==> src/rtl/func_sweep_ctrl.sv <==
// func_sweep_ctrl: exhaustive sequencer for the 7-input function
// y = a&b&c | ~d | ~e&f&g.
// It steps vec through 0..127. Each value is held for SETTLE cycles, then
// the external dut_y is sampled. The sample is checked against a golden
// model. Mismatch count, first failing vector and ones count are collected.
module func_sweep_ctrl #(
   parameter int unsigned SETTLE = 1   // hold cycles per vector, 1..15
) (
   input  logic       clk,
   input  logic       rst_n,
   input  logic       start,
   input  logic       abort,
   input  logic       dut_y,
   output logic [6:0] vec,
   output logic       busy,
   output logic       done,
   output logic       pass,
   output logic [7:0] err_cnt,
   output logic [6:0] first_err,
   output logic       first_err_valid,
   output logic [7:0] ones_cnt
);

   typedef enum logic [1:0] {
      S_IDLE   = 2'd0,
      S_WAIT   = 2'd1,
      S_SAMPLE = 2'd2,
      S_DONE   = 2'd3
   } state_t;

   // Settle counter reload value: the counter runs SETTLE-1 down to 0.
   localparam logic [3:0] RELOAD = 4'(SETTLE - 1);

   state_t     state_q, state_d;
   logic [6:0] vec_q, vec_d;
   logic [3:0] cnt_q, cnt_d;
   logic [7:0] err_q, err_d;
   logic [7:0] ones_q, ones_d;
   logic [6:0] ferr_q, ferr_d;
   logic       fev_q, fev_d;
   logic       pass_q, pass_d;

   logic       golden;
   logic       mismatch;

   // Golden value of the function for the vector currently driven.
   assign golden   = (vec_q[6] & vec_q[5] & vec_q[4]) | ~vec_q[3]
                   | (~vec_q[2] & vec_q[1] & vec_q[0]);
   assign mismatch = (dut_y != golden);

   // State and result registers; reset clears everything immediately.
   always_ff @(posedge clk or negedge rst_n) begin
      if (!rst_n) begin
         state_q <= S_IDLE;
         vec_q   <= '0;
         cnt_q   <= '0;
         err_q   <= '0;
         ones_q  <= '0;
         ferr_q  <= '0;
         fev_q   <= 1'b0;
         pass_q  <= 1'b0;
      end else begin
         state_q <= state_d;
         vec_q   <= vec_d;
         cnt_q   <= cnt_d;
         err_q   <= err_d;
         ones_q  <= ones_d;
         ferr_q  <= ferr_d;
         fev_q   <= fev_d;
         pass_q  <= pass_d;
      end
   end

   // Next-state logic. Abort has priority over the sample update.
   always_comb begin
      state_d = state_q;
      vec_d   = vec_q;
      cnt_d   = cnt_q;
      err_d   = err_q;
      ones_d  = ones_q;
      ferr_d  = ferr_q;
      fev_d   = fev_q;
      pass_d  = pass_q;
      case (state_q)
         S_IDLE: begin
            if (start) begin
               state_d = S_WAIT;
               vec_d   = '0;
               cnt_d   = RELOAD;
               err_d   = '0;
               ones_d  = '0;
               ferr_d  = '0;
               fev_d   = 1'b0;
               pass_d  = 1'b0;
            end
         end
         S_WAIT: begin
            if (abort) begin
               state_d = S_IDLE;
            end else if (cnt_q == 4'd0) begin
               state_d = S_SAMPLE;
            end else begin
               cnt_d = cnt_q - 4'd1;
            end
         end
         S_SAMPLE: begin
            if (abort) begin
               state_d = S_IDLE;
            end else begin
               if (mismatch) begin
                  err_d = err_q + 8'd1;
                  if (!fev_q) begin
                     ferr_d = vec_q;
                     fev_d  = 1'b1;
                  end
               end
               if (dut_y) begin
                  ones_d = ones_q + 8'd1;
               end
               if (vec_q == 7'd127) begin
                  state_d = S_DONE;
               end else begin
                  vec_d   = vec_q + 7'd1;
                  cnt_d   = RELOAD;
                  state_d = S_WAIT;
               end
            end
         end
         S_DONE: begin
            pass_d  = (err_q == 8'd0);
            state_d = S_IDLE;
         end
         default: state_d = S_IDLE;
      endcase
   end

   assign vec             = vec_q;
   assign busy            = (state_q == S_WAIT) || (state_q == S_SAMPLE);
   assign done            = (state_q == S_DONE);
   assign pass            = pass_q;
   assign err_cnt         = err_q;
   assign first_err       = ferr_q;
   assign first_err_valid = fev_q;
   assign ones_cnt        = ones_q;

endmodule

==> config.mk <==
export PLATFORM = sky130hd
export DESIGN_NAME = func_sweep_ctrl
export DESIGN_NICKNAME = d
export VERILOG_FILES = /design/src/rtl/func_sweep_ctrl.sv
export SDC_FILE = /design/constraint.sdc
export NUM_CORES = 1
export LEC_CHECK = 0
export ABC_AREA = 1
export BUFFER_PORTS_ARGS = -buffer_cell sky130_fd_sc_hd__buf_2
export CORE_MARGIN = 1.5
export CORE_UTILIZATION = 30
export CTS_BUF_LIST = sky130_fd_sc_hd__clkbuf_16
export CTS_CLUSTER_SIZE = 12
export DETAILED_ROUTE_END_ITERATION = 16
export GPL_ROUTABILITY_DRIVEN = 0
export GPL_TIMING_DRIVEN = 0
export SYNTH_ARGS = -nofsm -noshare
export SYNTH_HDL_FRONTEND = slang
export SYNTH_SLANG_ARGS = --single-unit
==> constraint.sdc <==
create_clock -name clk -period 2.6 [get_ports clk]
set_input_delay 0.13 -clock clk [delete_from_list [all_inputs] [get_ports clk]]
set_output_delay 0.13 -clock clk [all_outputs]
set_load 0.01 [all_outputs]
==> metrics.md <==
| Metric | Value |
|---|---|
| Slack of the worst reg-to-reg path | `830 ps` |
| Full die area | `8190 sq um` |
| Yosys cell types | `33` |
| Worst path most repeated cell | `inv_1` |
| Static Leak | `1.51 nW` |
| Initial Utilization | `31.3%` |
| Total power draw | `2.11 mW` |
| Clock group share of total power | `27.4%` |
| First-pass GRT wire length | `8880 um` |
| HPWL Detailed | `3720 um` |
| GRT overflow | `0` |
| Pre-antenna DRT Iters | `5` |
| Combinational fraction of design power | `38.6%` |
| Synthesized instance count | `300` |
| Final worst path period share | `68.0%` |
| Placed cells | `437` |
| Pwr per Cell Area | `769 nW/um^2` |
| Share of layout cells above drive strength 1 | `21.1%` |
| Setup crit start kind | `flop` |
| CORE AREA | `7330 sq um` |
| Tmin final | `1770 ps` |
| Util after Layout | `37.5%` |
| Buf/Inv on CP | `4` |
| Synth top cells by count | `94 x nand2_1, 40 x inv_1, 38 x dfrtp_1` |
| Clk_skew | `1.95 ps` |
| CP max FO | `8` |
| Worst stage delay on the critical path | `370 ps` |
| Synth warn | `0` |
| Dominant synthesized flop cell | `dfrtp_1` |
| Die Ht | `90.5 um` |
| Row count | `31` |
| Post-CTS setup buffers | `0` |
| CTS tree | `built` |
| VDD IR max | `0.434 mV` |
| Max H-tree Level | `2` |
| Iteration-0 DRC Markers | `68` |
| Clk_lat worst skew | `280 ps` |
| Mean Syn Cell Area | `7.65 sq um` |
| Remaining DRCs | `0` |
| Antenna viol nets, final | `0` |
| Async SR Flop Fraction | `100%` |
| Synth top area share | `41.4%` |
| Final setup violation count | `0` |
| Reg clk slew, reported paths | `60 ps` |
| Sw Pwr | `0.839 mW` |
| PortBufs | `38` |
| Area growth from synthesis to layout | `19.7%` |
| Hold Path Class | `in2async` |
| Slowest CP cell | `dfrtp_1` |
| Outcome | `finished with violations` |
| Slew Limit Fails | `0` |
| Vias | `2005` |
| Die width | `90.5 um` |
| Internal Power | `1.27 mW` |
| Root Buffer | `clkbuf_16` |
| PostCTS Resize Cnt | `0` |
| Clk buf depth | `2` |
| WP depth | `8` |
| Routed wire length | `5020 um` |
| Top delay family on crit path | `buffers and inverters` |
| Largest cells by area after synthesis | `dfrtp_1 41%, nand2_1 15%, inv_1 6.5%` |
| CP Cell Sequence | `inv_1, ha_1, buf_6, clkinv_2, nand3_2, nand2_2, inv_1, o31ai_1` |
| Slew margin rel. | `41.6%` |
| Number of synthesized flops with an enable pin | `0` |
| Largest area contributor in the netlist | `dfrtp_1` |
| Layout Nets | `359` |
| Reg-to-reg startpoint | `state_q[0]$_DFFE_PN0P_` |
| Reg2reg end | `ones_cnt[2]$_DFFE_PN0P_` |
| Reg power frac | `34.0%` |
| Vias in the first global route | `1892` |
| Final Hold Vio Count | `38` |
| Hold slack | `-37.0 ps` |
| Seq/Total Area, Yosys | `41.4%` |
| TritonCTS Buffers | `5` |
| Fin Setup TNS | `0 ps` |
| Critical Path AT | `1950 ps` |
| Worst slew pin tran | `877 ps` |
| Final cell count without fillers | `445` |
| Routed length per instance | `11.3 um` |
| Syn Nets | `314` |
| Flops & latches, synth | `38` |
| CP Capture Type | `flop` |
| Largest net degree at the start of global routing | `39` |
| Number of max-cap violations | `0` |
| I/O pins | `39` |
| Highest Clock Rate | `0.566 GHz` |
| Antenna Cells | `0` |
| # clock sinks | `38` |
| Post-CTS Hold Buffers | `0` |
| Critical path data required time | `2790 ps` |
| Failing checks | `hold timing` |
| WS Path Type | `reg2reg` |
| GR Util All Layers | `13.4%` |
| RSZ-0062 raised after global routing | `no` |
| Switch share | `39.7%` |
| Worst R2R Path Depth | `8` |
| DR vias/cell | `4.51` |
| Mapped Area | `2300 sq um` |
| Initial antenna violation count | `0` |
| Most common cell in the netlist | `nand2_1` |
[cells by family (layout without fill, tap and decap cells)]
logic type               count (synthesis)  after routing  share of synthesized area [%]
XOR/XNOR                                 8              8                           3.05
AND/OR/NAND/NOR                        169            169                           35.2
adder cells (fa/ha/maj)                  9              9                           4.90
buffers and inverters                   50             96                           8.99
AO/OA/AOI/OAI                           26             26                           6.43
flip-flops                              38             38                           41.4
[power groups by stage]
stage / clock network, mW / logic (mW) / registers, mW
3_5_place_dp: 0 / 0.826 / 0.727
3_3_place_gp: 0 / 0.815 / 0.725
4_1_cts: 0.597 / 0.827 / 0.717
2_1_floorplan: 0 / 0.613 / 0.729
5_1_grt: 0.617 / 0.938 / 0.727
6_report: 0.579 / 0.816 / 0.717
[sequential cells by signal (all words and copies together) (netlist names)]
signal	flops
cnt_q	4
err_cnt	8
first_err	7
first_err_valid	1
ones_cnt	8
pass	1
state_q	2
vec	7
[per-layer routing]
| metal | track usage (%) | up-vias | routed length, um |
|---|---|---|---|
| met1 | 17.6 | 922 | 2490 |
| li1 | - | 1041 | - |
| met2 | 21.3 | 34 | 2260 |
| met3 | 3.54 | 8 | 209 |
| met4 | 4.23 | 0 | 62 |
| met5 | 0 | - | 0 |
[per-stage QoR]
| step | setup slack [ps] | area, sq um |
|---|---|---|
| after floorplan | 1070 | 2300 |
| after global placement | 887 | 2610 |
| after detailed placement | 829 | 2610 |
| after CTS | 822 | 2750 |
| after global routing | 653 | 2750 |
| final | 833 | 2750 |
[cells in the final DEF (no fill, tap or decap), types with 2 or more instances in the layout]
cell and instances:
nand3_1 26, nand2_2 4, ha_1 9, nand3_2 4
dfrtp_1 38, clkinv_2 3, nor2_1 14, clkbuf_16 5
or2_2 3, o21ai_0 11, nand2_4 5, nand3b_1 2
nor3_1 3, buf_4 2, buf_2 39, o21ai_1 7
inv_1 41, nand4_1 9, xor2_1 7, nand2_1 94
a21oi_1 4, inv_2 3
[how the worst max path moves through the flow]
stage	to	start	slack, ps
floorplan	vec[0]$_DFFE_PN0P_	state_q[0]$_DFFE_PN0P_	1070
global placement	ones_cnt[2]$_DFFE_PN0P_	state_q[0]$_DFFE_PN0P_	890
CTS	ones_cnt[2]$_DFFE_PN0P_	state_q[0]$_DFFE_PN0P_	820
global route	ones_cnt[2]$_DFFE_PN0P_	state_q[0]$_DFFE_PN0P_	650
detailed placement	ones_cnt[2]$_DFFE_PN0P_	state_q[0]$_DFFE_PN0P_	830
finish	ones_cnt[2]$_DFFE_PN0P_	state_q[0]$_DFFE_PN0P_	830
[area by class of cell]
| class | instances | area [sq um] |
|---|---|---|
| Fill cell | 769 | 4580 |
| Timing Repair Buffer | 38 | 190 |
| Buffer | 5 | 35.0 |
| Clock buffer | 5 | 125 |
| Tap cell | 99 | 124 |
| Inverter | 45 | 171 |
| Sequential cell | 38 | 951 |
| Clock inverter | 3 | 12.5 |
| Multi-Input combinational cell | 212 | 1140 |
Power figures use the tool's default switching activity.
